===== src/rtl/state_readout_if.sv =====
// Probability stream from state_readout to the host/readout path.
// The producer holds every field stable until prob_valid && prob_ready.
interface state_readout_if #(
  parameter int unsigned AW = 4
) ();
  logic          prob_valid;
  logic          prob_ready;
  logic [AW-1:0] prob_idx;
  logic [31:0]   prob_data;
  logic          prob_last;

  modport master (
    output prob_valid, prob_idx, prob_data, prob_last,
    input  prob_ready
  );

  modport slave (
    input  prob_valid, prob_idx, prob_data, prob_last,
    output prob_ready
  );
endinterface


===== src/rtl/state_readout.sv =====
// Walks the state-vector memory, streams |amp|^2 per basis index, and tracks the total and the argmax.
// Define READOUT_NORM_CHECK_EN to flag a total probability more than NORM_TOL away from 1.0 (2^28).
module state_readout #(
  parameter int unsigned N_QUBITS = 4
`ifdef READOUT_NORM_CHECK_EN
  , parameter int unsigned NORM_TOL = 32'd65536
`endif
) (
  input  logic                                   clk,
  input  logic                                   rst_n,
  input  logic                                   start,
  output logic                                   busy,
  output logic                                   done,
  output logic [$clog2(1 << N_QUBITS)-1:0]       mem_addr,
  input  logic signed [15:0]                     mem_rd_r,
  input  logic signed [15:0]                     mem_rd_i,
  state_readout_if.master                        prob,
  output logic [32+$clog2(1 << N_QUBITS)-1:0]    prob_sum,
  output logic [$clog2(1 << N_QUBITS)-1:0]       max_idx,
  output logic                                   norm_err
);

  localparam int unsigned DIM = 1 << N_QUBITS;
  localparam int unsigned AW  = $clog2(DIM);
  localparam int unsigned SW  = 32 + AW;
  localparam logic [AW-1:0] LAST_IDX = AW'(DIM - 1);

  typedef enum logic [2:0] {
    S_IDLE,
    S_READ,
    S_CALC,
    S_EMIT,
    S_FIN
  } state_t;

  state_t state_q, state_d;

  logic [AW-1:0] idx_q,     idx_d;
  logic          busy_q,    busy_d;
  logic          done_q,    done_d;
  logic          valid_q,   valid_d;
  logic          last_q,    last_d;
  logic [AW-1:0] pidx_q,    pidx_d;
  logic [31:0]   pdata_q,   pdata_d;
  logic [SW-1:0] sum_q,     sum_d;
  logic [AW-1:0] max_idx_q, max_idx_d;
  logic [31:0]   max_val_q, max_val_d;

  // Squares are signed 32-bit and non-negative; their sum peaks at exactly 2^31.
  logic signed [31:0] re_w, im_w, re_sq, im_sq;
  logic [31:0]        prob_c;

  assign re_w   = 32'(mem_rd_r);
  assign im_w   = 32'(mem_rd_i);
  assign re_sq  = re_w * re_w;
  assign im_sq  = im_w * im_w;
  assign prob_c = $unsigned(re_sq) + $unsigned(im_sq);

  logic start_acc_c;
  logic handshake_c;
  logic fin_entry_c;

  assign start_acc_c = (state_q == S_IDLE) && start;
  assign handshake_c = (state_q == S_EMIT) && valid_q && prob.prob_ready;
  assign fin_entry_c = handshake_c && (idx_q == LAST_IDX);

  // State register plus all registered outputs.
  always_ff @(posedge clk) begin
    if (!rst_n) begin
      state_q   <= S_IDLE;
      idx_q     <= '0;
      busy_q    <= 1'b0;
      done_q    <= 1'b0;
      valid_q   <= 1'b0;
      last_q    <= 1'b0;
      pidx_q    <= '0;
      pdata_q   <= '0;
      sum_q     <= '0;
      max_idx_q <= '0;
      max_val_q <= '0;
    end else begin
      state_q   <= state_d;
      idx_q     <= idx_d;
      busy_q    <= busy_d;
      done_q    <= done_d;
      valid_q   <= valid_d;
      last_q    <= last_d;
      pidx_q    <= pidx_d;
      pdata_q   <= pdata_d;
      sum_q     <= sum_d;
      max_idx_q <= max_idx_d;
      max_val_q <= max_val_d;
    end
  end

  // Next-state logic.
  always_comb begin
    state_d = state_q;
    unique case (state_q)
      S_IDLE:  if (start) state_d = S_READ;
      S_READ:  state_d = S_CALC;
      S_CALC:  state_d = S_EMIT;
      S_EMIT:  if (handshake_c) state_d = (idx_q == LAST_IDX) ? S_FIN : S_READ;
      S_FIN:   state_d = S_IDLE;
      default: state_d = S_IDLE;
    endcase
  end

  // Output/datapath next values; terminal check precedes the increment so idx never wraps.
  always_comb begin
    idx_d     = idx_q;
    busy_d    = busy_q;
    done_d    = 1'b0;
    valid_d   = valid_q;
    last_d    = last_q;
    pidx_d    = pidx_q;
    pdata_d   = pdata_q;
    sum_d     = sum_q;
    max_idx_d = max_idx_q;
    max_val_d = max_val_q;
    unique case (state_q)
      S_IDLE: begin
        if (start_acc_c) begin
          idx_d     = '0;
          sum_d     = '0;
          max_idx_d = '0;
          max_val_d = '0;
          busy_d    = 1'b1;
        end
      end
      S_CALC: begin
        pdata_d = prob_c;
        pidx_d  = idx_q;
        last_d  = (idx_q == LAST_IDX);
        valid_d = 1'b1;
        sum_d   = sum_q + SW'(prob_c);
        if (prob_c > max_val_q) begin
          max_val_d = prob_c;
          max_idx_d = idx_q;
        end
      end
      S_EMIT: begin
        if (handshake_c) begin
          valid_d = 1'b0;
          if (fin_entry_c) done_d = 1'b1;
          else             idx_d  = idx_q + AW'(1);
        end
      end
      S_FIN:   busy_d = 1'b0;
      default: ;
    endcase
  end

  assign busy            = busy_q;
  assign done            = done_q;
  assign mem_addr        = idx_q;
  assign prob.prob_valid = valid_q;
  assign prob.prob_idx   = pidx_q;
  assign prob.prob_data  = pdata_q;
  assign prob.prob_last  = last_q;
  assign prob_sum        = sum_q;
  assign max_idx         = max_idx_q;

`ifdef READOUT_NORM_CHECK_EN
  localparam logic [SW-1:0] ONE_P = SW'(64'h1000_0000);

  logic [SW-1:0] diff_c;
  logic          norm_q;

  assign diff_c = (sum_q >= ONE_P) ? (sum_q - ONE_P) : (ONE_P - sum_q);

  // Evaluated on the final sum as FIN is entered, so the flag is valid alongside done.
  always_ff @(posedge clk) begin
    if (!rst_n)           norm_q <= 1'b0;
    else if (start_acc_c) norm_q <= 1'b0;
    else if (fin_entry_c) norm_q <= (diff_c > SW'(NORM_TOL));
  end

  assign norm_err = norm_q;
`else
  assign norm_err = 1'b0;
`endif

endmodule


===== src/flat_wrapper.sv =====
// flat-port wrapper written by rule: the top's interface ports become plain ports
module state_readout_flat 
#(
  parameter int unsigned N_QUBITS = 4

)
  (clk, rst_n, start, busy, done, mem_addr, mem_rd_r, mem_rd_i, prob_sum, max_idx, norm_err, prob_prob_valid, prob_prob_idx, prob_prob_data, prob_prob_last, prob_prob_ready);
  state_readout_if #(.AW(4)) prob_i ();
  input  logic clk;
  input  logic rst_n;
  input  logic start;
  output logic busy;
  output logic done;
  output logic [$clog2(1 << N_QUBITS)-1:0] mem_addr;
  input  logic signed [15:0] mem_rd_r;
  input  logic signed [15:0] mem_rd_i;
  output logic [32+$clog2(1 << N_QUBITS)-1:0] prob_sum;
  output logic [$clog2(1 << N_QUBITS)-1:0] max_idx;
  output logic norm_err;
  output wire logic [$bits(prob_i.prob_valid)-1:0] prob_prob_valid;
  output wire logic [$bits(prob_i.prob_idx)-1:0] prob_prob_idx;
  output wire logic [$bits(prob_i.prob_data)-1:0] prob_prob_data;
  output wire logic [$bits(prob_i.prob_last)-1:0] prob_prob_last;
  input wire logic [$bits(prob_i.prob_ready)-1:0] prob_prob_ready;
  assign prob_prob_valid = prob_i.prob_valid;
  assign prob_prob_idx = prob_i.prob_idx;
  assign prob_prob_data = prob_i.prob_data;
  assign prob_prob_last = prob_i.prob_last;
  assign prob_i.prob_ready = prob_prob_ready;
  state_readout #(.N_QUBITS(N_QUBITS)) u_core (.clk(clk), .rst_n(rst_n), .start(start), .busy(busy), .done(done), .mem_addr(mem_addr), .mem_rd_r(mem_rd_r), .mem_rd_i(mem_rd_i), .prob(prob_i), .prob_sum(prob_sum), .max_idx(max_idx), .norm_err(norm_err));
endmodule

===== config.mk =====
export PLATFORM = sky130hd
export DESIGN_NAME = state_readout_flat
export DESIGN_NICKNAME = d
export VERILOG_FILES = /design/src/rtl/state_readout_if.sv /design/src/rtl/state_readout.sv /design/src/flat_wrapper.sv
export SDC_FILE = /design/constraint.sdc
export NUM_CORES = 2
export LEC_CHECK = 0
export ABC_CLOCK_PERIOD_IN_PS = 22700
export CORE_MARGIN = 2
export CORE_UTILIZATION = 44
export CTS_BUF_LIST = sky130_fd_sc_hd__clkbuf_4
export DETAILED_ROUTE_END_ITERATION = 6
export HOLD_SLACK_MARGIN = 0.1
export SLEW_MARGIN = 20
export SYNTH_ARGS = -nofsm -noshare
export SYNTH_HDL_FRONTEND = slang
export SYNTH_SLANG_ARGS = --single-unit

===== constraint.sdc =====
create_clock -name clk -period 22.7 [get_ports clk]
set_clock_uncertainty 0.1 [all_clocks]
set_input_delay 2.27 -clock clk [delete_from_list [all_inputs] [get_ports clk]]
set_output_delay 2.27 -clock clk [all_outputs]
set_load 0.01 [all_outputs]

==> results.md <==
- Outcome: completed
- Mapped cell area: 24,400 um2
- P&R area growth vs syn: 9.08%
- RSZ-0062 raised after global routing: no
- Die area: 57,300 um2
- Post-route minimum period: about 13 ns
- Share of cells above drive strength 1: 3.18%
- Sequential share of the synthesized area: 9.78%
- Starting DRT DRC Count: 822
- Vias in the first global route: 19,400
- Reg clk slew, reported paths: about 0.11 ns
- CTS Buffer Depth: 2
- HPWL after DPL: approximately 49 mm
- Largest net degree at the start of global routing: 83
- # H-tree levels: 4
- Hold WS: 0.360 ns
- Vias: between 15,000 and 20,000
- # DRC: 0
- RR Startpoint: u_core.max_val_q[26]$_SDFFE_PN0P_
- Rel. slew slack: 39.2%
- WL final: 57.5 mm
- Global-route usage over all layers: 21.4%
- CTS Buf Count: 17
- Clk_lat worst skew: approximately 0.54 ns
- DP Cell Count: between 3,000 and 4,000
- First-pass GRT wire length: 96.6 mm
- Layout Utilization: 48.4%
- Root cell of the clock tree: clkbuf_4
- Synth unique cells: 69
- Vias/cell: 5.05
- Hold-fix buffers, CTS: 0
- Cells after synthesis: approximately 2,700
- Ys Warns: 0
- Crit. End Element: flip-flop
- CP arrival: 13.04 ns
- Postcts setup bufs: 0
- Pre-antenna DRT Iters: 5
- Post-synth EDFFs: 0
- Final Cycle Share: about 56%
- Core area: 54,900 um2
- Routability Congestion: 0.926
- Fmax: slightly below 0.08 GHz
- Slew @ Worst Pin: 0.913 ns
- Kind of critical path: primary input to flip-flop
- Die height: 239 um
- Post-synthesis sequential element count: 119
- # port buffers: 119
- Hold Path Class: flip-flop to flip-flop
- CP Launch Point: mem_rd_r[8]
- Final slew viol count: 0
- Average size of a mapped cell: 9.13 um2
- TritonCTS clock tree: built
- Initial Utilization: 44.4%
- Row cnt: 86
- Clock sinks: 119
- I/O pin total: 121
- Sum Neg Setup Slack: 0 ns
- Hold_sp: u_core.prob.prob_idx[2]$_SDFFE_PN0P_
- Grt total ovfl: 0
- Final setup violation count: 0
- Most used flip-flop cell after synthesis: dfxtp_1
- Final #Nets: 3,528
- Initial antenna violation count: 0
- WP data required: between 20 and 25 ns
- Avg WL per Cell: 16.6 um
- Ant diodes: 0
- Final non-filler cell total: 3,473
- Crit Path Max Fanout: 60
- Final Hold Fails: 0
- Post-route ant nets: 0
- Horiz. Die Dim: 239 um
- Ys async rst share: 0%
- Startpoint types: primary input
- Max-Cap Viols: 0
- # resized after CTS: 0
[stage by stage]
step | setup slack [ns] | instance area [um2]
after detailed placement | 9.56 | 26300
after floorplan | 11.39 | 24400
final | 10.01 | 26600
after global routing | 9.43 | 26600
after global placement | 9.95 | 26300
after CTS | 10.08 | 26600
[synthesized netlist by cell type (all sizes together), types with 2 or more instances]
cell	instances	area share [%]
inv	692	11
fa	522	43
nand2	285	4.4
ha	214	11
a21oi	122	2.6
dfxtp	119	9.8
and2	100	2.6
nor2	96	1.5
clkbuf	73	1.4
xnor2	60	2.2
o21ai	45	0.94
a21o	34	1.1
nand3b	32	0.99
nand3	30	0.64
nand2b	25	0.64
nor2b	25	0.64
xor2	23	0.83
a22oi	16	0.49
a211oi	15	0.46
and3	14	0.38
o21a	10	0.31
nor3	9	0.18
nand4	8	0.21
o21bai	7	0.22
a31o	6	0.22
a31oi	6	0.15
mux2	6	0.28
or3	6	0.15
a211o	5	0.18
buf	5	0.18
mux2i	5	0.21
o211ai	5	0.15
o31ai	5	0.15
a21boi	4	0.12
o22ai	4	0.10
or2	4	0.10
a311oi	3	0.13
o31a	3	0.11
o41ai	3	0.14
and3b	2	0.072
and4	2	0.072
nor4	2	0.051
or3b	2	0.072
[cell type report]
| cell class | instances | area, um2 |
|---|---|---|
| Clock buffer | 19 | 143 |
| Clock inverter | 13 | 156 |
| Fill cell | 5201 | 28300 |
| Inverter | 692 | 2600 |
| Multi-Input combinational cell | 1779 | 19000 |
| Sequential cell | 119 | 2380 |
| Tap cell | 704 | 881 |
| Timing Repair Buffer | 147 | 1400 |
[flip-flops by register name (all words and copies together) (netlist names)]
signal,flops
u_core.prob_sum,36
u_core.state_q,3
u_core.max_idx,4
u_core.max_val_q,32
u_core.done,1
u_core.mem_addr,4
u_core.prob.prob_last,1
u_core.busy,1
u_core.prob.prob_idx,4
u_core.prob.prob_data,32
u_core.prob.prob_valid,1
[per-layer routing]
metal	track usage, %	vias to the layer above	part of all wire [%]
met5	0	-	0
met4	5.59	0	2.5
met3	2.12	82	2.7
met2	39.4	284	54
met1	26.6	8952	41
li1	-	8219	-
[cells by family after synthesis]
logic type               after synthesis  synth area share, %
other                                  1               0.0154
flip-flops                           119                 9.78
multiplexers                          11                0.483
XOR/XNOR                              83                 2.98
AND/OR/NAND/NOR                      644                 12.7
AO/OA/AOI/OAI                        303                 7.87
adder cells (fa/ha/maj)              736                 53.9
buffers and inverters                770                 12.3
[critical path, stage by stage]
cell and delay [ns]:
clkdlybuf4s50_1 0.90, inv_1 0.30, nor2_1 0.48, fa_1 0.53
fa_1 0.55, fa_1 0.58, fa_1 0.44, fa_1 0.59
fa_1 0.44, fa_1 0.52, fa_1 0.46, ha_1 0.40
nand3_1 0.16, or3_1 0.42, a211oi_1 0.57, o41ai_1 0.18
a21oi_1 0.19, xnor2_1 0.16, ha_1 0.34, and2_1 0.14
nand4_1 0.18, nor4_1 0.48, o31ai_1 0.22, a31oi_4 0.35
buf_4 0.51, or3b_2 0.49, a21oi_1 0.14
[layout by cell type (no fill, tap or decap), types with 4 or more instances in the layout]
cell type	synthesis	layout
fa_1	522	522
nor3_1	9	9
o21ai_0	43	43
mux2i_1	5	5
mux2_2	6	6
nor2_1	96	96
clkbuf_4	0	19
nand2b_1	25	25
and3_1	13	13
or2_2	4	4
inv_1	692	691
and2_1	99	98
a211oi_1	15	15
o22ai_1	4	4
xor2_1	23	23
a31oi_1	6	5
a21o_1	33	33
xnor2_1	60	60
a31o_2	6	6
dfxtp_1	119	119
o31ai_1	5	5
nand3_1	29	29
a22oi_1	16	16
o21bai_1	7	7
o211ai_1	5	5
or3_1	6	6
nand3b_1	32	32
buf_4	1	28
nand2_1	285	285
nand4_1	8	8
nor2b_1	25	25
o21a_1	10	10
ha_1	214	214
a211o_1	5	5
clkinvlp_4	0	5
clkdlybuf4s50_1	0	119
a21oi_1	119	119
[worst paths after layout]
kind	to	slack, ns	cells past startpoint
setup / recovery	u_core.max_val_q[28]$_SDFFE_PN0P_	10.01	27
hold / removal	u_core.prob.prob_idx[2]$_SDFFE_PN0P_	0.36	2
setup reg to reg	u_core.max_val_q[28]$_SDFFE_PN0P_	19.28	10
hold reg to reg	u_core.prob.prob_idx[2]$_SDFFE_PN0P_	0.36	2
Power is not shown: default switching activity piles up to over one toggle a cycle in this logic, so the estimate is an artifact.
